### config.mk
export PLATFORM = sky130hd
export DESIGN_NAME = dmem_lsu_flat
export DESIGN_NICKNAME = d
export VERILOG_FILES = /design/src/rtl/dmem_pkg.sv /design/src/rtl/dmem_lsu_if.sv /design/src/rtl/dmem_array.sv /design/src/rtl/dmem_lsu.sv /design/src/flat_wrapper.sv
export SDC_FILE = /design/constraint.sdc
export NUM_CORES = 2
export LEC_CHECK = 0
export BUFFER_PORTS_ARGS = -buffer_cell sky130_fd_sc_hd__buf_2
export CORE_UTILIZATION = 35
export CTS_CLUSTER_DIAMETER = 150
export DETAILED_ROUTE_END_ITERATION = 8
export MAX_ROUTING_LAYER = met4
export PLACE_DENSITY = 0.45
export SLEW_MARGIN = 20
export SYNTH_ARGS = -nofsm -noshare
export SYNTH_HDL_FRONTEND = slang
export SYNTH_HIERARCHICAL = 1
export SYNTH_SLANG_ARGS = --single-unit
### constraint.sdc
create_clock -name clk -period 14.6 [get_ports clk]
set_input_delay 1.46 -clock clk [delete_from_list [all_inputs] [get_ports clk]]
set_output_delay 1.46 -clock clk [all_outputs]
set_load 0.02 [all_outputs]
### src/rtl/dmem_pkg.sv
// Shared types and helpers for the data-memory load/store unit.
package dmem_pkg;

  typedef enum logic [1:0] {SZ_B, SZ_H, SZ_W, SZ_D} size_e;

  typedef enum logic [0:0] {CLEAR, IDLE} state_e;

  // Response bookkeeping captured at the accept edge.
  typedef struct packed {
    logic       load;
    size_e      size;
    logic       uns;
    logic [2:0] off;
  } rsp_meta_t;

  function automatic logic [3:0] size_bytes(size_e sz);
    return 4'(4'd1 << sz);
  endfunction

  function automatic logic is_misaligned(size_e sz, logic [2:0] off);
    logic mis;
    case (sz)
      SZ_B:    mis = 1'b0;
      SZ_H:    mis = off[0];
      SZ_W:    mis = |off[1:0];
      default: mis = |off;
    endcase
    return mis;
  endfunction

endpackage

### src/rtl/dmem_lsu_if.sv
// Request/response bus between the EX stage and the data-memory LSU.
interface dmem_lsu_if #(
  parameter int unsigned ADDR_W = 9,
  parameter int unsigned DATA_W = 64
);
  import dmem_pkg::*;

  logic              req_valid;
  logic              req_ready;
  logic              req_write;
  size_e             req_size;
  logic              req_unsigned;
  logic [ADDR_W-1:0] req_addr;
  logic [DATA_W-1:0] req_wdata;
  logic              resp_valid;
  logic [DATA_W-1:0] resp_rdata;
  logic              resp_err;

  modport master (
    output req_valid, req_write, req_size, req_unsigned, req_addr, req_wdata,
    input  req_ready, resp_valid, resp_rdata, resp_err
  );

  modport slave (
    input  req_valid, req_write, req_size, req_unsigned, req_addr, req_wdata,
    output req_ready, resp_valid, resp_rdata, resp_err
  );
endinterface

### src/rtl/dmem_array.sv
// Word-organised synchronous RAM with per-byte write enables and a registered read port.
module dmem_array #(
  parameter int unsigned DEPTH  = 64,
  parameter int unsigned DATA_W = 64
) (
  input  logic                     clk,
  input  logic [DATA_W/8-1:0]      we,
  input  logic                     re,
  input  logic [$clog2(DEPTH)-1:0] addr,
  input  logic [DATA_W-1:0]        wdata,
  output logic [DATA_W-1:0]        rdata
);
  localparam int unsigned NB = DATA_W / 8;

  logic [DATA_W-1:0] mem_q [DEPTH];
  logic [DATA_W-1:0] rdata_q;

  // Storage is deliberately unreset; the LSU clears it after reset.
  always_ff @(posedge clk) begin
    for (int unsigned b = 0; b < NB; b++) begin
      if (we[b]) mem_q[addr][8*b +: 8] <= wdata[8*b +: 8];
    end
    if (re) rdata_q <= mem_q[addr];
  end

  assign rdata = rdata_q;
endmodule

### src/rtl/dmem_lsu.sv
// Load/store front end: post-reset clear FSM, alignment checks, byte-enable stores
// and sign/zero-extending loads over a single-cycle-latency handshake.
module dmem_lsu
  import dmem_pkg::*;
#(
  parameter int unsigned ADDR_W = 9,
  parameter int unsigned DATA_W = 64
) (
  input  logic       clk,
  input  logic       rst_n,
  dmem_lsu_if.slave  bus
);
  localparam int unsigned NB    = DATA_W / 8;
  localparam int unsigned OFF_W = $clog2(NB);
  localparam int unsigned IDX_W = ADDR_W - OFF_W;
  localparam int unsigned DEPTH = (2 ** ADDR_W) / NB;

  localparam logic [0:0] S_CLEAR = CLEAR;
  localparam logic [0:0] S_IDLE  = IDLE;

  logic [0:0]       state_q, state_d;
  logic [IDX_W-1:0] clr_cnt_q, clr_cnt_d;
  logic             ready_q, ready_d;
  logic             rsp_vld_q, rsp_vld_d;
  logic             err_q, err_d;
  rsp_meta_t        meta_q, meta_d;

  logic              accept, fault;
  logic [OFF_W-1:0]  off;
  logic [2:0]        off3;
  logic [IDX_W-1:0]  idx;
  logic [NB-1:0]     store_be;
  logic [DATA_W-1:0] store_data;
  logic [NB-1:0]     ram_we;
  logic              ram_re;
  logic [IDX_W-1:0]  ram_addr;
  logic [DATA_W-1:0] ram_wdata, ram_rdata;
  logic [DATA_W-1:0] shifted, ld_val;
  logic              ext;
  int unsigned       nbits;

  // Request decode: address split, fault detection, store lane placement.
  always_comb begin
    accept     = bus.req_valid & ready_q;
    off        = bus.req_addr[OFF_W-1:0];
    off3       = 3'(off);
    idx        = bus.req_addr[ADDR_W-1:OFF_W];
    fault      = (size_bytes(bus.req_size) > 4'(NB)) | is_misaligned(bus.req_size, off3);
    store_be   = NB'(NB'((16'd1 << size_bytes(bus.req_size)) - 16'd1) << off);
    store_data = bus.req_wdata << {off, 3'b000};
  end

  // The clear sweep owns the RAM port until the FSM reaches IDLE.
  always_comb begin
    ram_we    = '0;
    ram_re    = 1'b0;
    ram_addr  = idx;
    ram_wdata = store_data;
    if (state_q == S_CLEAR) begin
      ram_we    = '1;
      ram_addr  = clr_cnt_q;
      ram_wdata = '0;
    end else if (accept && !fault) begin
      if (bus.req_write) ram_we = store_be;
      else               ram_re = 1'b1;
    end
  end

  always_comb begin
    state_d   = state_q;
    clr_cnt_d = clr_cnt_q;
    ready_d   = ready_q;
    rsp_vld_d = accept;
    err_d     = err_q;
    meta_d    = meta_q;
    case (state_q)
      S_CLEAR: begin
        clr_cnt_d = clr_cnt_q + IDX_W'(1);
        if (clr_cnt_q == IDX_W'(DEPTH - 1)) begin
          state_d = S_IDLE;
          ready_d = 1'b1;
        end
      end
      default: ready_d = 1'b1;
    endcase
    if (accept) begin
      err_d       = fault;
      meta_d.load = ~bus.req_write & ~fault;
      meta_d.size = bus.req_size;
      meta_d.uns  = bus.req_unsigned;
      meta_d.off  = off3;
    end
  end

  always_ff @(posedge clk or negedge rst_n) begin
    if (!rst_n) begin
      state_q   <= S_CLEAR;
      clr_cnt_q <= '0;
      ready_q   <= 1'b0;
      rsp_vld_q <= 1'b0;
      err_q     <= 1'b0;
      meta_q    <= '0;
    end else begin
      state_q   <= state_d;
      clr_cnt_q <= clr_cnt_d;
      ready_q   <= ready_d;
      rsp_vld_q <= rsp_vld_d;
      err_q     <= err_d;
      meta_q    <= meta_d;
    end
  end

  dmem_array #(.DEPTH(DEPTH), .DATA_W(DATA_W)) u_array (
    .clk   (clk),
    .we    (ram_we),
    .re    (ram_re),
    .addr  (ram_addr),
    .wdata (ram_wdata),
    .rdata (ram_rdata)
  );

  // Load extension from the registered word; bits above the access width copy ext.
  always_comb begin
    shifted = ram_rdata >> {meta_q.off[OFF_W-1:0], 3'b000};
    nbits   = 32'd8 << meta_q.size;
    ext     = 1'b0;
    ld_val  = '0;
    for (int unsigned i = 0; i < DATA_W; i++) begin
      if (i == nbits - 1) ext = shifted[i] & ~meta_q.uns;
    end
    for (int unsigned i = 0; i < DATA_W; i++) begin
      ld_val[i] = (i < nbits) ? shifted[i] : ext;
    end
  end

  assign bus.req_ready  = ready_q;
  assign bus.resp_valid = rsp_vld_q;
  assign bus.resp_err   = err_q;
  assign bus.resp_rdata = meta_q.load ? ld_val : '0;
endmodule
### src/flat_wrapper.sv
// flat-port wrapper written by rule: the top's interface ports become plain ports
module dmem_lsu_flat import dmem_pkg::*;
#(
  parameter int unsigned ADDR_W = 9,
  parameter int unsigned DATA_W = 64
)
  (clk, rst_n, bus_req_valid, bus_req_write, bus_req_size, bus_req_unsigned, bus_req_addr, bus_req_wdata, bus_req_ready, bus_resp_valid, bus_resp_rdata, bus_resp_err);
  dmem_lsu_if #(.ADDR_W(ADDR_W), .DATA_W(DATA_W)) bus_i ();
  input  logic clk;
  input  logic rst_n;
  input wire logic [$bits(bus_i.req_valid)-1:0] bus_req_valid;
  input wire logic [$bits(bus_i.req_write)-1:0] bus_req_write;
  input wire logic [$bits(bus_i.req_size)-1:0] bus_req_size;
  input wire logic [$bits(bus_i.req_unsigned)-1:0] bus_req_unsigned;
  input wire logic [$bits(bus_i.req_addr)-1:0] bus_req_addr;
  input wire logic [$bits(bus_i.req_wdata)-1:0] bus_req_wdata;
  output wire logic [$bits(bus_i.req_ready)-1:0] bus_req_ready;
  output wire logic [$bits(bus_i.resp_valid)-1:0] bus_resp_valid;
  output wire logic [$bits(bus_i.resp_rdata)-1:0] bus_resp_rdata;
  output wire logic [$bits(bus_i.resp_err)-1:0] bus_resp_err;
  assign bus_i.req_valid = bus_req_valid;
  assign bus_i.req_write = bus_req_write;
  assign bus_i.req_size = bus_req_size;
  assign bus_i.req_unsigned = bus_req_unsigned;
  assign bus_i.req_addr = bus_req_addr;
  assign bus_i.req_wdata = bus_req_wdata;
  assign bus_req_ready = bus_i.req_ready;
  assign bus_resp_valid = bus_i.resp_valid;
  assign bus_resp_rdata = bus_i.resp_rdata;
  assign bus_resp_err = bus_i.resp_err;
  dmem_lsu #(.ADDR_W(ADDR_W), .DATA_W(DATA_W)) u_core (.clk(clk), .rst_n(rst_n), .bus(bus_i));
endmodule
# Word-level counts from Yosys, hierarchy flattened
# Memories as Yosys holds them, arrays and structs flattened. A register that Yosys moved wholly into a read port is not among the register bits.
# Index checks and enable logic that the tools add are counted.
[word_totals]
in_bits = 80
mem_bits_rw = 4096
register_bits = 17
output_inout_bits = 67
memories = 1
elab_cells = 385
[memory_table]
columns = ["memory", "words", "width", "read_ports", "rd_ports_with_merged_regs", "wr", "line_no", "rtl"]
rows = [
  ["u_core.u_array.mem_q", 64, 64, 1, 1, 1, "dmem_array.sv:15", "logic [DATA_W-1:0] mem_q [DEPTH];"],
]
[op_classes]
addsub = 3
shift = 6
n_lt_le_gt_ge = 65
eq_ne = 66
n_mux = 158
bitwise_logic = 70
n_reduce_logical = 7
[op_table]
columns = ["cell", "count"]
rows = [
  ["equality test 6 x 32 -> 1 bit (first input constant)", 32],
  ["< comparator 6 x 32 -> 1 bit (first input constant)", 32],
  ["equality test 5 x 32 -> 1 bit (first input constant)", 16],
  ["< comparator 5 x 32 -> 1 bit (first input constant)", 16],
  ["equality test 4 x 32 -> 1 bit (first input constant)", 8],
  ["< comparator 4 x 32 -> 1 bit (first input constant)", 8],
  ["2-to-1 mux 1 bit", 151],
  ["equality test 3 x 32 -> 1 bit (first input constant)", 4],
  ["< comparator 3 x 32 -> 1 bit (first input constant)", 4],
  ["2-to-1 mux 64 bit", 2],
  ["bitwise AND 1 bit", 66],
  ["equality test 2 x 32 -> 1 bit (first input constant)", 2],
  ["< comparator 1 x 32 -> 1 bit (first input constant)", 2],
  ["< comparator 2 x 32 -> 1 bit (first input constant)", 2],
  ["left shift 64 x 6 -> 64 bit", 1],
  [">> shifter 64 x 6 -> 64 bit", 1],
  ["equality test 1 x 32 -> 1 bit (first input constant)", 1],
  ["logical NOT 32 bit", 1],
  ["left shift 4 x 2 -> 32 bit (first input constant)", 1],
  ["subtractor 32 x 1 -> 32 bit (second input constant)", 1],
  ["2-to-1 mux 8 bit", 3],
  ["left shift 1 x 4 -> 8 bit (first input constant)", 1],
  ["left shift 8 x 3 -> 8 bit", 1],
  ["subtractor 8 x 1 -> 8 bit (second input constant)", 1],
  ["16 further kinds", 18],
]

# Logic depth before layout (Yosys ltp)
[logic_depth]
depth_word = 69
depth_mapped = 14
mapped_depth_nobuf = 10

# Modules after synthesis
# The synthesis kept the hierarchy.
[by_module_without_submodules]
columns = ["module", "cells_per_inst", "instances", "seq_area_each_um2", "area_each_um2"]
rows = [
  ["dmem_array", 9178, 1, 124919.8, 158369.4],
  ["dmem_lsu", 654, 1, 425.4, 5047.3],
]

# Worst setup path after synthesis
# Ideal clock, no wire load.
[synth_path]
path_kind = "in2reg"
startpoint = "in bus_req_addr[2]"
endpoint = "reg u_core.u_array.rdata_q[0], in the netlist u_core/u_array/rdata[0] (read register of u_core.u_array.mem_q) (enable)"
setup_slack_ns = 7.216
path_buffers = 2
required_ns = 14.021
t_arrival_ns = 6.805
path_stages = 4
setup_time_ns = 0.579
path_cell_list = "clkbuf_1 buf_1 a21o_1 nor3b_1"
[synth_between]
elab_chain_cells = 7
[synth_lines]
columns = ["item", "line_no", "rtl"]
rows = [
  ["start: declaration", "flat_wrapper.sv:15", "input wire logic [$bits(bus_i.req_addr)-1:0] bus_req_addr;"],
  ["OR reduction 3 bit", "dmem_pkg.sv:26", "default: mis = |off;"],
  ["case mux 1 bit (3 select lines)", "dmem_pkg.sv:22", "case (sz)"],
  ["OR 1 bit", "dmem_lsu.sv:48", "fault = (size_bytes(bus.req_size) > 4'(NB)) | is_misaligned(bus.req_size, off3);"],
  ["logical NOT 1 bit", "dmem_lsu.sv:63", "end else if (accept && !fault) begin"],
  ["logical AND 1 bit", "dmem_lsu.sv:63", ""],
  ["2-to-1 mux 1 bit", "dmem_lsu.sv:63", ""],
  ["2-to-1 mux 1 bit", "dmem_lsu.sv:59", "if (state_q == S_CLEAR) begin"],
  ["named net u_core.ram_re", "dmem_lsu.sv:35", "logic ram_re;"],
  ["end: declaration", "dmem_array.sv:16", "logic [DATA_W-1:0] rdata_q;"],
]
# The timed path passes the listed nets, and every way through them passes these cells.
# A chain may end at the register's enable or synchronous reset.

# Worst setup path in the final report
[layout_path]
startpoint = "reg u_core/meta_q[0] (netlist name)"
endpoint = "out bus_resp_rdata[37]"
[layout_between]
elab_chain_cells = 68
[layout_lines]
columns = ["item", "line_no", "rtl"]
rows = [
  ["start: declaration", "dmem_lsu.sv:26", "rsp_meta_t meta_q, meta_d;"],
  ["start signal: assignment", "dmem_lsu.sv:109", "meta_q <= meta_d;"],
  [">> shifter 64 x 6 -> 64 bit (*)", "dmem_lsu.sv:124", "shifted = ram_rdata >> {meta_q.off[OFF_W-1:0], 3'b000};"],
  ["bitwise AND 1 bit", "dmem_lsu.sv:129", "if (i == nbits - 1) ext = shifted[i] & ~meta_q.uns;"],
  ["2-to-1 mux 1 bit (64 in series)", "dmem_lsu.sv:129", ""],
  ["2-to-1 mux 1 bit (*)", "dmem_lsu.sv:132", "ld_val[i] = (i < nbits) ? shifted[i] : ext;"],
  ["2-to-1 mux 64 bit (*)", "dmem_lsu.sv:139", "assign bus.resp_rdata = meta_q.load ? ld_val : '0;"],
  ["end: declaration", "flat_wrapper.sv:19", "output wire logic [$bits(bus_i.resp_rdata)-1:0] bus_resp_rdata;"],
]
# Every way passes the cells marked *; elsewhere a longest branch is shown, timed or not.

==> impl_metrics.csv <==
group,metric,value,unit
sta,hold_viol_final,0,
clock_tree,postCtsSetupRepairBufs,0,
route,route.met3.wl,41.02,mm
sta,period_needed,6.593,ns
global_routing,grt_pass1_wl,798.5,mm
power_and_ir_drop,leakage,47.56,nW
floorplan,initial_utilization,35.20,%
route,routed_wl,581.3,mm
clock_tree,cts_root_buf,"clkbuf_16",
sta,fmax,151.7,MHz
placed_design,portBuffers,146,
floorplan,row_count,250,
sta,setup_viol_count_final,0,
clock_tree,cts_buffers,443,
synthesis,yosysSeqAreaShare,76.70,%
synthesis,synth_largest_area_cell,"edfxtp_1",
synthesis,synthesis.area,163400,um^2
finish,nFillCells,42263,
floorplan,die_area,469600,um^2
route,wl_per_cell,35.27,um
placed_design,gp_congestion,0.9124,
sta,period_share,45.16,%
setup_path,critical_path_arrival,5.13,ns
setup_path,reg2reg_from,"u_core/state_q",
finish,fin_util,39.95,%
floorplan,core-area,464200,um^2
synthesis,ys_ff_latch,4177,
finish,layout_common_cells,"edfxtp_1 (4160), a221oi_1 (911), nor2_1 (781), a22oi_1 (575), clkbuf_16 (450)",
route,wl_met2,274.3,mm
synthesis,yosys_warnings,6,
min_path,hold_path_end,"u_core/clr_cnt_q[2]",
floorplan,die_w,685.3,um
synthesis,syn_inst,9832,
synthesis,yosysUniqueCellTypes,76,
finish,syn_to_final_growth,13.48,%
synthesis,synth_top_area_share,76.44,%
synthesis,ys_top_cells_by_area,"edfxtp_1 (76%), a221oi_1 (4.9%), a22oi_1 (2.6%)",
sta,skew,0.04804,ns
route,first_pass_iters,6,
power_and_ir_drop,ir_drop,0.09084,mV
setup_path,path_max_fanout,51,
clock_tree,clk_pin_slew_worst_paths,0.06,ns
global_routing,grt_overflow,0,
clock_tree,clk_latency,1.02,ns
finish,drive_gt1_share,14.80,%
synthesis,synth-main-ff-cell,"edfxtp_1",
global_routing,antenna_found_initial,62,
clock_tree,ctsResizeCount,0,
global_routing,grt_max_degree,134,
clock_tree,hold_buffers,0,
route,maxUsedRoutingLayer,"met4",
sta,relSlewSlack,0.5288,%
placed_design,place_area,171100,um^2
setup_path,critPathKind,"flip-flop to output port",
setup_path,critPathRequiredTime,13.14,ns
route,vias,97911,
synthesis,synthArstFlopShare,0.4070,%
sta,fin_setup_tns,0,ns
floorplan,ios,147,
route,wl_met1,242.5,mm
route,drcViolationCount,0,
min_path,hp-class,"flip-flop to flip-flop",
synthesis,synth-edff-count,4160,
min_path,min_from,"u_core/clr_cnt_q[2]",
setup_path,r2r-end,"u_core/u_array/rdata[33]",
global_routing,globalRouteTotalUtil,24.79,%
synthesis,syn-num-nets,9915,
setup_path,r2r_cells,12,
clock_tree,cts_buffer_depth,4,
setup_path,ff2ff_setup_slack,8.43,ns
clock_tree,cts_tree,"yes",
sta,tightest_slew,1.492,ns
run,maxCapViolations,0,
route,drt-initial-drc-count,11792,
global_routing,grt_pass1_vias,96241,
clock_tree,htreeDepth,5,
sta,rsz0062_at_grt,"no",
route,ant_nets,0,
synthesis,syn_avg_cell_area,16.62,um^2
route,via_per_inst,5.940,
clock_tree,cts.sinks,4177,
min_path,holdPathStages,1,
finish,final_common_cell,"edfxtp_1",
outcome,status,"completed",
power_and_ir_drop,power.density,130.3,nW/um^2
sta,report.final.slew_viol_count,0,
setup_path,cp-start-kind,"flip-flop",
finish,nNetsFinal,9965,
floorplan,die_y,685.3,um
placed_design,hpwl,356.0,mm
setup_path,crit_path_end_kind,"output port",
finish,final_area,185400,um^2
-- through the flow --
stage	total power, mW	hold slack (ns)	setup slack [ns]	instances
2_1_floorplan	13.28	0.4511	7.216	9832
3_3_place_gp	13.33	0.4754	8.168	15610
3_5_place_dp	13.33	0.4815	8.103	15610
4_1_cts	24.35	0.4912	8.010	16425
5_1_grt	24.79	0.5170	7.835	16473
6_report	24.17	0.4927	8.007	16482
-- registers in the layout, indices dropped and copies added, names as in the netlist --
| register | cells |
|---|---|
| u_core/bus.resp_err | 1 |
| u_core/state_q | 1 |
| u_core/meta_q | 7 |
| u_core/u_array/mem_q | 4096 |
| u_core/clr_cnt_q | 6 |
| u_core/bus.req_ready | 1 |
| u_core/u_array/rdata | 64 |
| u_core/bus.resp_valid | 1 |
-- logic make-up after synthesis --
logic type	after synthesis	share of synthesized area, %
simple gates	1438	3.813
compound gates	2698	12.04
mux	701	5.209
buf+inv	810	2.184
flops	4177	76.70
xor+xnor	5	0.02680
fa+ha+maj	3	0.02297
-- per-layer routing --
metal / up-vias / GRT usage [%]
met3: 871 / 3.446
met2: 4357 / 39.25
li1: 40708 / -
met1: 51975 / 33.00
met4: 0 / 8.357
met5: - / -
-- where the power goes --
group / switching, mW / internal [mW]
combinational: 0.0610 / 0.0311
clock: 4.70 / 6.40
sequential: 0 / 13.0
total: 4.76 / 19.4
-- synthesized netlist by cell type (32+ instances only) --
master / instances
a211oi_1: 74
a21oi_1: 338
a221oi_1: 911
a22o_1: 32
a22oi_1: 575
and2_1: 33
buf_1: 96
buf_2: 246
clkbuf_1: 412
edfxtp_1: 4160
mux2_2: 256
mux2i_1: 351
mux4_2: 94
nand2_1: 303
nand4_1: 61
nor2_1: 801
nor2b_1: 36
nor3_1: 78
o21ai_0: 242
o22a_1: 66
o22ai_1: 371
-- final cells by class --
cell class | count | area (um^2) | area share (%)
clock buffer | 540 | 11620 | 6.265
clock inverter | 275 | 2506 | 1.351
multi-input combinational | 4845 | 35200 | 18.98
antenna | 56 | 140.1 | 0.07557
sequential | 4177 | 125400 | 67.60
inverter | 13 | 68.82 | 0.03711
tap | 6174 | 7725 | 4.166
timing repair buffer | 402 | 2833 | 1.528
-- worst max-delay path: stages, from the launching register on --
cell	delay (ns)
dfrtp_4	0.58
buf_4	0.37
nor2_2	0.55
a31oi_1	0.21
a31oi_1	0.39
nand4_4	0.66
o21ai_1	0.97
buf_2	0.33
-- worst max-delay path by stage --
stage,from,to,cells past startpoint
final,u_core/meta_q[0],bus_resp_rdata[37],7
after CTS,u_core/meta_q[0],bus_resp_rdata[37],7
after global routing,u_core/meta_q[0],bus_resp_rdata[37],7
after floorplan,bus_req_addr[2],u_core/u_array/rdata[0],4
after detailed placement,bus_req_addr[5],u_core/u_array/rdata[32],11
after global placement,bus_req_addr[5],u_core/u_array/rdata[39],12
Power figures use the tool's default switching activity.
